==> src/rtl/mips_mc_ctrl.sv <==
// mips_mc_ctrl: multi-cycle MIPS control FSM sequencing the shared ALU, PC, IR/MDR, regfile and a
// ready-stretched unified memory port; exports state and a retired-instruction counter.
module mips_mc_ctrl #(
   parameter int CNT_W        = 32,
   parameter bit ILLEGAL_HALT = 1'b1
) (
   input  logic             clk,
   input  logic             rst,
   input  logic [5:0]       op,
   input  logic [5:0]       funct,
   input  logic             zero,
   input  logic             mem_ready,
   output logic             pc_write,
   output logic             pc_write_cond,
   output logic             branch_ne,
   output logic [1:0]       pc_src,
   output logic             iord,
   output logic             mem_read,
   output logic             mem_write,
   output logic             ir_write,
   output logic             reg_write,
   output logic [1:0]       reg_dst,
   output logic [1:0]       mem_to_reg,
   output logic             alu_src_a,
   output logic [1:0]       alu_src_b,
   output logic [2:0]       alu_op,
   output logic             ext_zero,
   output logic [3:0]       state,
   output logic             halted,
   output logic [CNT_W-1:0] instr_retired
);
   typedef enum logic [3:0] {
      FETCH = 4'd0, DECODE = 4'd1, MEM_ADR = 4'd2, MEM_RD = 4'd3, MEM_WB = 4'd4,
      MEM_WR = 4'd5, EXEC = 4'd6, ALU_WB = 4'd7, BRANCH = 4'd8, JUMP = 4'd9,
      IMM_EXEC = 4'd10, IMM_WB = 4'd11, JR = 4'd12, HALT = 4'd13
   } state_t;
   localparam logic [5:0] OP_R = 6'h00, OP_J = 6'h02, OP_JAL = 6'h03, OP_BEQ = 6'h04, OP_BNE = 6'h05;
   localparam logic [5:0] OP_ADDI = 6'h08, OP_ADDIU = 6'h09, OP_SLTI = 6'h0A, OP_ORI = 6'h0D;
   localparam logic [5:0] OP_LUI = 6'h0F, OP_LW = 6'h23, OP_SW = 6'h2B, F_JR = 6'h08;
   state_t cur, nxt;
   logic pw, pwc, mr, mw, irw, rw;
   logic unused_zero;
   // zero is consumed by the datapath together with pc_write_cond/branch_ne
   assign unused_zero = zero;
   always_ff @(posedge clk or negedge rst)
      if (!rst) begin
         cur           <= FETCH;
         instr_retired <= '0;
      end else begin
         cur <= nxt;
         if (nxt == FETCH && cur != FETCH) instr_retired <= instr_retired + 1'b1;
      end
   always_comb begin
      nxt        = cur;
      pw         = 1'b0;
      pwc        = 1'b0;
      mr         = 1'b0;
      mw         = 1'b0;
      irw        = 1'b0;
      rw         = 1'b0;
      branch_ne  = 1'b0;
      pc_src     = 2'd0;
      iord       = 1'b0;
      reg_dst    = 2'd0;
      mem_to_reg = 2'd0;
      alu_src_a  = 1'b0;
      alu_src_b  = 2'd0;
      alu_op     = 3'd0;
      ext_zero   = 1'b0;
      case (cur)
         FETCH: begin
            mr        = 1'b1;
            alu_src_b = 2'd1;
            irw       = mem_ready;
            pw        = mem_ready;
            nxt       = mem_ready ? DECODE : FETCH;
         end
         DECODE: begin
            alu_src_b = 2'd3;
            if (op == OP_LW || op == OP_SW) nxt = MEM_ADR;
            else if (op == OP_R) nxt = (funct == F_JR) ? JR : EXEC;
            else if (op == OP_BEQ || op == OP_BNE) nxt = BRANCH;
            else if (op == OP_J || op == OP_JAL) nxt = JUMP;
            else if (op == OP_ADDI || op == OP_ADDIU || op == OP_ORI || op == OP_LUI || op == OP_SLTI)
               nxt = IMM_EXEC;
            else nxt = ILLEGAL_HALT ? HALT : FETCH;
         end
         MEM_ADR: begin
            alu_src_a = 1'b1;
            alu_src_b = 2'd2;
            nxt       = (op == OP_SW) ? MEM_WR : MEM_RD;
         end
         MEM_RD: begin
            iord = 1'b1;
            mr   = 1'b1;
            nxt  = mem_ready ? MEM_WB : MEM_RD;
         end
         MEM_WB: begin
            rw         = 1'b1;
            mem_to_reg = 2'd1;
            nxt        = FETCH;
         end
         MEM_WR: begin
            iord = 1'b1;
            mw   = 1'b1;
            nxt  = mem_ready ? FETCH : MEM_WR;
         end
         EXEC: begin
            alu_src_a = 1'b1;
            alu_op    = 3'd2;
            nxt       = ALU_WB;
         end
         ALU_WB: begin
            rw      = 1'b1;
            reg_dst = 2'd1;
            nxt     = FETCH;
         end
         BRANCH: begin
            alu_src_a = 1'b1;
            alu_op    = 3'd1;
            pc_src    = 2'd1;
            pwc       = 1'b1;
            branch_ne = (op == OP_BNE);
            nxt       = FETCH;
         end
         JUMP: begin
            pc_src     = 2'd2;
            pw         = 1'b1;
            rw         = (op == OP_JAL);
            reg_dst    = (op == OP_JAL) ? 2'd2 : 2'd0;
            mem_to_reg = (op == OP_JAL) ? 2'd2 : 2'd0;
            nxt        = FETCH;
         end
         IMM_EXEC: begin
            alu_src_a = 1'b1;
            alu_src_b = 2'd2;
            alu_op    = (op == OP_ORI) ? 3'd3 : (op == OP_LUI) ? 3'd4 : (op == OP_SLTI) ? 3'd5 : 3'd0;
            ext_zero  = (op == OP_ORI);
            nxt       = IMM_WB;
         end
         IMM_WB: begin
            rw  = 1'b1;
            nxt = FETCH;
         end
         JR: begin
            pc_src = 2'd3;
            pw     = 1'b1;
            nxt    = FETCH;
         end
         HALT: nxt = HALT;
         default: nxt = FETCH;
      endcase
   end
   // strobes are held low for the whole time reset is asserted
   assign pc_write      = pw & rst;
   assign pc_write_cond = pwc & rst;
   assign mem_read      = mr & rst;
   assign mem_write     = mw & rst;
   assign ir_write      = irw & rst;
   assign reg_write     = rw & rst;
   assign state         = cur;
   assign halted        = (cur == HALT);
endmodule

==> config.mk <==
export PLATFORM = sky130hd
export DESIGN_NAME = mips_mc_ctrl
export DESIGN_NICKNAME = d
export VERILOG_FILES = /design/src/rtl/mips_mc_ctrl.sv
export SDC_FILE = /design/constraint.sdc
export NUM_CORES = 1
export LEC_CHECK = 0
export CAP_MARGIN = 30
export CORE_MARGIN = 3
export CORE_UTILIZATION = 46
export DETAILED_ROUTE_END_ITERATION = 12
export PLACE_DENSITY = 0.81
export SLEW_MARGIN = 40
export SYNTH_ARGS = -nofsm -noshare
export SYNTH_HDL_FRONTEND = slang
export SYNTH_SLANG_ARGS = --single-unit
==> constraint.sdc <==
create_clock -name clk -period 2.56 [get_ports clk]
set_input_delay 0.256 -clock clk [delete_from_list [all_inputs] [get_ports clk]]
set_output_delay 0.256 -clock clk [all_outputs]
set_load 0.01 [all_outputs]
==> results.json <==
{
  "period_share": 0.941,
  "arrival_ns": 2.15,
  "cp-start-kind": "flop",
  "p_total_mw": 2.67,
  "grt_pass1_vias": 1797,
  "synth_edf_count": 0,
  "dr.pass1.iters": 4,
  "core_region_area_um2": 4500,
  "viasPerCell": 5.41,
  "cap_violations": 0,
  "async_flop_share": 1.00,
  "fin_crit_ns": 2.41,
  "antenna_found_initial": 0,
  "hold_ws_ns": 0.0845,
  "peakVddDrop_uv": 651,
  "final_nets": 322,
  "insertion_delay_ns": 0.29,
  "multi_input_area_um2": 1210,
  "syn_inst": 219,
  "rsz0062_at_grt": "false",
  "tns_ns": 0,
  "ant_nets": 0,
  "yosysTopAreaCell": "dfrtp_1",
  "routed_wl_um": 5220,
  "fmax_mhz": 415,
  "synth.distinct_cells": 51,
  "final-seq-area_um2": 902,
  "utilization": 0.700,
  "placed_cells_incl_taps": 346,
  "setup-violations-final": 0,
  "vias": 1936,
  "cts_hold_buf": 0,
  "grt_pass1_wl_um": 8400,
  "netlist.area_leader.share": 0.407,
  "wl_met2_um": 2600,
  "cts_buffers": 5,
  "synth_common_cells": "36 x dfrtp_1, 31 x xnor2_1, 18 x and3_1, 18 x nand2_1",
  "synth_most_common_cell": "dfrtp_1",
  "finalWeightedCongestion": 0.870,
  "dieArea_um2": 5670,
  "yosysSeqAreaShare": 0.407,
  "die_y_um": 75.3,
  "cts_tree": "yes",
  "ys.flop_type": "dfrtp_1",
  "grt_max_degree": 37,
  "htreeDepth": 2,
  "avgSynthCellArea_um2": 10.1,
  "tightest_slew_ns": 0.446,
  "pin_count": 74,
  "dpl.hpwl_um": 3890,
  "power_density_nw_per_um2": 846,
  "initial_utilization": 0.491,
  "highest_layer": "met4",
  "dpl_cell_area_um2": 3000,
  "relSlewSlack": 0.703,
  "synth.area.top_cells": "dfrtp_1 41%, xnor2_1 12%, and3_1 5.1%",
  "status": "finished clean",
  "synth_fp_nets": 236,
  "slew_violations": 0,
  "wl_met1_um": 2430,
  "overflow": 0,
  "cp_max_fo": 11,
  "fin_skew_ns": 0.00927,
  "root_buffer": "clkbuf_8",
  "syn_to_final_growth_pct": 42.7,
  "die_w_um": 75.3,
  "hold_class": "in2async",
  "synth_seq_cells": 36,
  "wl_met3_um": 166,
  "drtIter0Drc": 69,
  "fill_cells": 367,
  "finalInstanceArea_um2": 3150,
  "rows": 24,
  "path_class": "reg2out",
  "n_antenna_cell": 0,
  "cp-end-kind": "output port",
  "yosysWarningCount": 0,
  "hold_viol": 0,
  "required_ns": 2.30,
  "detail_route.wl_per_cell_um": 14.6,
  "drive_gt1_frac": 0.183,
  "io_buffers": 72,
  "clkSinkCount": 36,
  "drc": 0,
  "final_cells": 358,
  "synth_area_um2": 2210,
  "cts.path.max_buffers": 2,
  "path_clk_slew_ns": 0.08,
  "setup_slack_ns": 0.151,
  "power.leakage_nw": 1.29,
  "track_usage": 0.190,
  "dp_slack_ns": -0.0300
}
-- cell usage in the layout (no fill, tap or decap), types with 2 or more instances in the layout --
master           count
nand2_1             18
o211ai_2             2
nand2b_1             3
dfrtp_1             35
xnor2_1             31
buf_4               19
or2_1                2
nand3_2             10
and2_1               2
mux2_2               2
nand3b_1             2
nand3_1              7
nor2b_1              4
a21oi_1              4
o21ai_0              3
clkbuf_8             5
nor3_1               4
nand4_1             12
inv_1                3
clkdlybuf4s50_1     71
nor4_1               2
nor2_1              12
xor2_1               2
and3_1              18
-- metal layers --
metal,up-vias,track usage
met5,-,0
met4,0,0.0583
met3,3,0.0356
met2,48,0.292
met1,937,0.274
li1,948,-
-- final timing paths --
| path | start | end | slack, ns | depth (start not counted) |
|---|---|---|---|---|
| setup / recovery | state[2]$_DFF_PN0_ | reg_write | 0.15 | 4 |
| hold / removal | rst | instr_retired[29]$_DFFE_PN0P_ | 0.08 | 2 |
| min in group clk | instr_retired[31]$_DFFE_PN0P_ | instr_retired[31]$_DFFE_PN0P_ | 0.48 | 1 |
| max in group asynchronous | rst | state[3]$_DFF_PN0_ | 2.13 | 2 |
| hold reg to reg | instr_retired[31]$_DFFE_PN0P_ | instr_retired[31]$_DFFE_PN0P_ | 0.48 | 1 |
| setup reg to reg | state[2]$_DFF_PN0_ | instr_retired[14]$_DFFE_PN0P_ | 0.29 | 8 |
-- where the power goes --
| group | internal [mW] | switching, mW | total (mW) |
|---|---|---|---|
| combinational | 0.706 | 0.726 | 1.43 |
| clock | 0.289 | 0.198 | 0.486 |
| sequential | 0.644 | 0.106 | 0.750 |
| total | 1.64 | 1.03 | 2.67 |
-- final cells by class --
class                      instances  share of cell area
inverter                           3             0.00357
tap                               52              0.0206
clock inverter                     2              0.0111
timing repair buffer              91               0.272
multi-input combinational        168               0.384
sequential                        36               0.286
clock buffer                       6              0.0230
-- worst max-delay path, stage by stage (launching register included) --
cell	delay, ns
dfrtp_1	0.59
or2b_2	0.39
nor3_1	0.20
o31a_1	0.16
clkdlybuf4s50_1	0.53
-- state kept, by name (all words and copies together), names as in the netlist --
register / flops
instr_retired: 32
state: 4
-- what timing repair did --
item | 4_1_cts | 5_1_grt
gates resized for setup | 1 | 3
buffers inserted | 0 | 4
setup endpoints to repair | 1 | 1
-- kinds of logic (layout without fill, tap and decap cells) --
logic type,Yosys count,after routing,share of synthesized area
adder cells (fa/ha/maj),1,1,0.00566
buffers and inverters,15,102,0.0515
AND/OR/NAND/NOR,109,109,0.307
flip-flops,36,36,0.407
XOR/XNOR,33,33,0.131
multiplexers,2,2,0.0102
AO/OA/AOI/OAI,23,23,0.0877
Note: power is estimated with default switching activity, not from simulation.
